<file path="src/rtl/axi_tlb_pkg.sv">
// Shared constants and helpers for the L1 AXI TLB translation channel.
// Entry layout, LSB first: base, last, first (each one page number wide), then read_only, valid.
// Result layout: {hit, addr}.
package axi_tlb_pkg;

    localparam int unsigned DefaultPageOffsetWidth = 12;

    // Width of one packed entry for a given address and page-offset width.
    function automatic int unsigned entry_width(input int unsigned addr_width,
                                                input int unsigned page_off_width);
        return 32'd2 + 32'd3 * (addr_width - page_off_width);
    endfunction

    // Width of a packed result {hit, addr}.
    function automatic int unsigned res_width(input int unsigned addr_width);
        return addr_width + 32'd1;
    endfunction

endpackage

</file>
<file path="src/rtl/axi_tlb_match.sv">
// Combinational TLB lookup: per-entry range match, lowest-index select and page
// translation. Bypass returns the request address as a hit and never reports a miss.
module axi_tlb_match
    import axi_tlb_pkg::*;
#(
    parameter int unsigned NumEntries      = 8,
    parameter int unsigned AddrWidth       = 32,
    parameter int unsigned PageOffsetWidth = DefaultPageOffsetWidth,
    parameter bit          IsWriteChannel  = 1'b0,
    localparam int unsigned PageWidth      = AddrWidth - PageOffsetWidth,
    localparam int unsigned EntryWidth     = entry_width(AddrWidth, PageOffsetWidth)
) (
    input  logic [NumEntries*EntryWidth-1:0] entries_i,
    input  logic                             bypass_i,
    input  logic [AddrWidth-1:0]             req_addr_i,
    output logic                             hit_o,
    output logic [AddrWidth-1:0]             addr_o,
    output logic                             miss_o
);

    logic [PageWidth-1:0]  page;
    logic [PageWidth-1:0]  first [NumEntries];
    logic [PageWidth-1:0]  last  [NumEntries];
    logic [PageWidth-1:0]  base  [NumEntries];
    logic [NumEntries-1:0] match;
    logic [PageWidth-1:0]  sel_first;
    logic [PageWidth-1:0]  sel_base;
    logic [PageWidth-1:0]  xlat_page;

    assign page = req_addr_i[AddrWidth-1:PageOffsetWidth];

    for (genvar i = 0; i < NumEntries; i++) begin : g_entry
        localparam int unsigned Lsb = i * EntryWidth;
        logic valid;
        logic read_only;

        assign base[i]   = entries_i[Lsb +: PageWidth];
        assign last[i]   = entries_i[Lsb + PageWidth +: PageWidth];
        assign first[i]  = entries_i[Lsb + 2*PageWidth +: PageWidth];
        assign read_only = entries_i[Lsb + 3*PageWidth];
        assign valid     = entries_i[Lsb + 3*PageWidth + 1];

        // Read-only entries are invisible to the write channel.
        assign match[i] = valid & (page >= first[i]) & (page <= last[i]) &
                          ~(IsWriteChannel & read_only);
    end

    // Priority select: scanning high to low lets the lowest matching index win.
    always_comb begin
        sel_first = '0;
        sel_base  = '0;
        for (int i = int'(NumEntries) - 1; i >= 0; i--) begin
            if (match[i]) begin
                sel_first = first[i];
                sel_base  = base[i];
            end
        end
    end

    // Page arithmetic wraps modulo 2^PageWidth by construction.
    assign xlat_page = page - sel_first + sel_base;

    // Final result mux: bypass, translated hit, or all-zero miss.
    always_comb begin
        hit_o  = 1'b0;
        addr_o = '0;
        miss_o = 1'b0;
        if (bypass_i) begin
            hit_o  = 1'b1;
            addr_o = req_addr_i;
        end else if (|match) begin
            hit_o  = 1'b1;
            addr_o = {xlat_page, req_addr_i[PageOffsetWidth-1:0]};
        end else begin
            miss_o = 1'b1;
        end
    end

endmodule

</file>
<file path="src/rtl/axi_tlb_chan_pipe.sv">
// TLB channel handler: lookup, a one-entry result stage (registered or fall-through)
// and a sticky miss log with a saturating miss counter.
module axi_tlb_chan_pipe
    import axi_tlb_pkg::*;
#(
    parameter int unsigned NumEntries      = 8,
    parameter int unsigned AddrWidth       = 32,
    parameter int unsigned PageOffsetWidth = DefaultPageOffsetWidth,
    parameter bit          IsWriteChannel  = 1'b0,
    parameter bit          CutPath         = 1'b1,
    parameter int unsigned MissCntWidth    = 16,
    localparam int unsigned EntryWidth     = entry_width(AddrWidth, PageOffsetWidth),
    localparam int unsigned ResWidth       = res_width(AddrWidth)
) (
    input  logic                             clk_i,
    input  logic                             rst_ni,
    input  logic                             test_en_i,
    input  logic [NumEntries*EntryWidth-1:0] entries_i,
    input  logic                             bypass_i,
    input  logic [AddrWidth-1:0]             req_addr_i,
    input  logic                             req_valid_i,
    output logic                             req_ready_o,
    output logic [ResWidth-1:0]              res_o,
    output logic                             res_valid_o,
    input  logic                             res_ready_i,
    output logic                             miss_valid_o,
    output logic [AddrWidth-1:0]             miss_addr_o,
    output logic [MissCntWidth-1:0]          miss_cnt_o,
    input  logic                             miss_clr_i
);

    logic                    lkp_hit;
    logic [AddrWidth-1:0]    lkp_addr;
    logic                    lkp_miss;
    logic [ResWidth-1:0]     res_d;
    logic                    accept;
    logic                    miss_event;

    logic                    hold_q;
    logic [ResWidth-1:0]     res_q;

    logic                    miss_valid_d, miss_valid_q;
    logic [AddrWidth-1:0]    miss_addr_d,  miss_addr_q;
    logic [MissCntWidth-1:0] miss_cnt_d,   miss_cnt_q;

    // No scan-specific behaviour in this block.
    logic unused_test_en;
    assign unused_test_en = test_en_i;

    axi_tlb_match #(
        .NumEntries      (NumEntries),
        .AddrWidth       (AddrWidth),
        .PageOffsetWidth (PageOffsetWidth),
        .IsWriteChannel  (IsWriteChannel)
    ) u_match (
        .entries_i  (entries_i),
        .bypass_i   (bypass_i),
        .req_addr_i (req_addr_i),
        .hit_o      (lkp_hit),
        .addr_o     (lkp_addr),
        .miss_o     (lkp_miss)
    );

    assign res_d  = {lkp_hit, lkp_addr};
    assign accept = req_valid_i & req_ready_o;

    if (CutPath) begin : g_cut
        assign req_ready_o = ~hold_q | res_ready_i;
        assign res_valid_o = hold_q;
        assign res_o       = res_q;

        // Pipeline register: load on accept, drain when downstream takes it.
        always_ff @(posedge clk_i or negedge rst_ni) begin
            if (!rst_ni) begin
                hold_q <= 1'b0;
                res_q  <= '0;
            end else if (accept) begin
                hold_q <= 1'b1;
                res_q  <= res_d;
            end else if (res_ready_i) begin
                hold_q <= 1'b0;
            end
        end
    end else begin : g_fall
        // Reset gating keeps the pass-through path quiet while reset is asserted.
        assign req_ready_o = ~hold_q & rst_ni;
        assign res_valid_o = hold_q | (req_valid_i & rst_ni);
        assign res_o       = hold_q ? res_q : (rst_ni ? res_d : '0);

        // Capture a passed-through result only when downstream refused it.
        always_ff @(posedge clk_i or negedge rst_ni) begin
            if (!rst_ni) begin
                hold_q <= 1'b0;
                res_q  <= '0;
            end else if (accept && !res_ready_i) begin
                hold_q <= 1'b1;
                res_q  <= res_d;
            end else if (hold_q && res_ready_i) begin
                hold_q <= 1'b0;
            end
        end
    end

    assign miss_event = accept & lkp_miss;

    // Miss log next state; a miss in the clear cycle takes priority over the clear.
    always_comb begin
        miss_valid_d = miss_valid_q;
        miss_addr_d  = miss_addr_q;
        miss_cnt_d   = miss_cnt_q;
        if (miss_event) begin
            miss_valid_d = 1'b1;
            if (!miss_valid_q || miss_clr_i) begin
                miss_addr_d = req_addr_i;
            end
            if (miss_clr_i) begin
                miss_cnt_d = MissCntWidth'(1);
            end else if (miss_cnt_q != {MissCntWidth{1'b1}}) begin
                miss_cnt_d = miss_cnt_q + MissCntWidth'(1);
            end
        end else if (miss_clr_i) begin
            miss_valid_d = 1'b0;
            miss_cnt_d   = '0;
        end
    end

    // Miss log state.
    always_ff @(posedge clk_i or negedge rst_ni) begin
        if (!rst_ni) begin
            miss_valid_q <= 1'b0;
            miss_addr_q  <= '0;
            miss_cnt_q   <= '0;
        end else begin
            miss_valid_q <= miss_valid_d;
            miss_addr_q  <= miss_addr_d;
            miss_cnt_q   <= miss_cnt_d;
        end
    end

    assign miss_valid_o = miss_valid_q;
    assign miss_addr_o  = miss_addr_q;
    assign miss_cnt_o   = miss_cnt_q;

endmodule

</file>
<file path="config.mk">
export PLATFORM = sky130hd
export DESIGN_NAME = axi_tlb_chan_pipe
export DESIGN_NICKNAME = d
export VERILOG_FILES = /design/src/rtl/axi_tlb_pkg.sv /design/src/rtl/axi_tlb_match.sv /design/src/rtl/axi_tlb_chan_pipe.sv
export SDC_FILE = /design/constraint.sdc
export NUM_CORES = 1
export LEC_CHECK = 0
export ABC_AREA = 1
export CORE_AREA = 3 3 243 245
export DETAILED_ROUTE_END_ITERATION = 12
export DIE_AREA = 0 0 246 248
export PLACE_DENSITY = 0.66
export SLEW_MARGIN = 10
export SYNTH_ARGS = -nofsm -noshare
export SYNTH_HDL_FRONTEND = slang
export SYNTH_SLANG_ARGS = --single-unit
</file>
<file path="constraint.sdc">
create_clock -name clk_i -period 2.8 [get_ports clk_i]
set_input_delay 0.84 -clock clk_i [delete_from_list [all_inputs] [get_ports clk_i]]
set_output_delay 0.84 -clock clk_i [all_outputs]
set_load 0.01 [all_outputs]
</file>
==> out/metrics.cfg <==
[clock_tree]
ctsLongestPathBuffers=2
hold_buffers=0
cts_made_buffers=9
cts_max_level=3
clk_latency_ns=0.36
clk_pin_slew_ns=0.08
root_buffer=clkbuf_16
clkSinkCount=83
cts_tree=done

[power_and_ir_drop]
p_int_mw=8.01
pwr-share-seq_pct=12.3
switching_share_pct=44.9
p_switching_mw=6.52
pwr-share-clk_pct=8.4
p_per_area_mw_per_mm2=436
p_leak_nw=15.7
peakVddDrop_mv=0.342
combPwrFrac_pct=79.3
power.total_mw=14.5

[floorplanning]
die_w_um=246
dieArea_mm2=0.0610
start_util_pct=28.0
die_h_um=248
core_area_mm2=0.0574
fp-row-count=88
ioPinCount=619

[outcome]
status=complete, but fails checks
violations=setup timing

[placement]
io_buffers=609
post-place-ws_ns=-4.20
dp_hpwl_um=78900
gp_congestion=0.998

[routing]
antenna_left=0
viasPerCell=5.19
wl_per_cell_um=23.7
initialDrtViolationCount=1872
drc=0
wl_um=106000
firstDrtPassIters=6
vias=23085

[timing]
relSlewSlack_pct=66.2
setup_viol=82
max_freq_mhz=178
rsz0062_at_grt=yes
clock_skew_ns=0.0111
period_share_pct=201
period_minus_slack_ns=5.63
hold_viol=0
worstMarginPinSlew_ns=0.503
setup_tns_ns=-102.51
slew_viol_final=0
layout_setup_ws_ns=-2.83

[grt]
track_usage_pct=32.3
antenna_found_initial=28
grt_overflow=0
grt_pass1_wl_um=145000
grt_max_degree=48
grt_pass1_vias=22722

[synth]
synth_edf_count=0
synthArstFlopShare_pct=100
synth_top_area_share_pct=26.6
synth_fp_nets=3371
synth.cell_area_mm2=0.0161
avgSynthCellArea_um2=6.49
synthCells=2476
ys_seq_area_share_pct=12.9
synthFlopType=dfrtp_1
synth_warnings=0
synth_seq_cells=83
synth_area_leaders=ha_1, dfrtp_1, nand2_1
yosysTopAreaCell=ha_1
ys_types=51

[critical_path]
crit_buf_inv=26
crit_start=req_addr_i[19]
critPathSlowestCell=ha_4
crit_path_max_fanout=6
arrival_ns=5.86
crit_type=in -> reg
crit_path_frequent_cell=buf_4
reg2regPathDepth=17
cp.required_ns=3.04
r2r-start=miss_cnt_o[1]
crit_family=buffers and inverters
cp.depth=49
crit_path_start_kind=input port
worst_setup_path_end_kind=flop
slowest_delay_ns=0.27

[cells_and_area]
area_delta_synth_final_pct=107
layout_commonest_cell=buf_4
layout-drive-gt1-share_pct=37.6
fin_nets=4543
final_cell_mix=buf_4, clkdlybuf4s50_1, nand2_1, inv_1, a21oi_1
regArea_mm2=0.00208
multi_input_area_mm2=0.0161
fillCellCount=4984

[flow_run]
drv_cap=0

[min_path]
hold_path_class=in -> async

[Yosys cell counts, types with 15 or more instances]
library cell and count:
nand3_1 124, nor3_1 15, clkbuf_1 56, o221ai_1 15, o211ai_1 41, dfrtp_1 83, nor2_1 179, a21oi_1 315
nand2_1 513, o311ai_0 16, fa_1 19, ha_1 341, nand4_1 43, o21ai_0 144, inv_1 425
[worst paths after layout]
kind | end | slack, ns
min in group clk_i | miss_addr_o[5] | 0.47
max | res_o[31] | -2.83
max in group asynchronous | miss_addr_o[25] | 1.88
min reg2reg | miss_addr_o[5] | 0.47
min | res_o[32] | 0.33
max reg2reg | miss_cnt_o[7] | 0.13
[kinds of logic after synthesis]
group | Yosys count | synth area share (%)
simple gates | 913 | 24.5
fa+ha+maj | 360 | 28.9
xor+xnor | 16 | 0.872
flops | 83 | 12.9
buf+inv | 513 | 12.4
compound gates | 591 | 20.4
[worst reg2reg max path, delay by kind of cell, from the launching register on]
kind | cells | cell delay [ns]
AND/OR/NAND/NOR | 9 | 1.23
buffers and inverters | 6 | 0.70
flip-flops | 1 | 0.39
adder cells (fa/ha/maj) | 1 | 0.20
AO/OA/AOI/OAI | 1 | 0.06
[metrics by stage]
step           instances  util [%]  cell area, µm²  hold WS, ns
4_1_cts             4388      54.4           31200        0.331
5_1_grt             4442      58.0           33300        0.328
3_5_place_dp        4197      46.4           26600        0.457
2_1_floorplan       2476         -           16300        0.506
3_3_place_gp        4197      46.4           26600        0.454
6_report            4446      58.0           33300        0.333
[registers in the layout (all words and copies together) (netlist names)]
register      count
res_valid_o       1
miss_cnt_o       16
miss_valid_o      1
miss_addr_o      32
res_o            33
[power groups by stage]
stage                     Combinational (mW)  Sequential, mW  Clock, mW
final                                   11.5            1.78       1.22
after global routing                    12.3            1.82       1.29
after CTS                               10.3            1.74       1.23
after detailed placement                8.63            1.76          0
after global placement                  8.62            1.74          0
after floorplan                         3.78            1.90          0
[metal layers]
| metal | routed length, µm | GRT usage [%] | vias to the layer above |
|---|---|---|---|
| li1 | - | - | 10710 |
| met1 | 42900 | 41.6 | 10859 |
| met2 | 47200 | 51.9 | 1197 |
| met3 | 8870 | 5.84 | 317 |
| met4 | 6520 | 15.9 | 2 |
| met5 | 16 | 0 | - |
[layout make-up]
cell class,count,area share (%)
multi-input combinational,1880,48.5
timing repair buffer,1240,36.2
sequential,83,6.24
inverter,434,5.10
tap,765,2.87
clock buffer,9,0.676
clock inverter,7,0.218
antenna,28,0.210
[timing repair]
| action | 4_1_cts | 5_1_grt |
|---|---|---|
| setup endpoints to repair | 83 | 82 |
| resized for setup | 902 | 420 |
| cloned | 14 | 1 |
| buffers inserted | 168 | 36 |
| pin swaps | 307 | 159 |
Note: power is estimated with default switching activity, not from simulation.
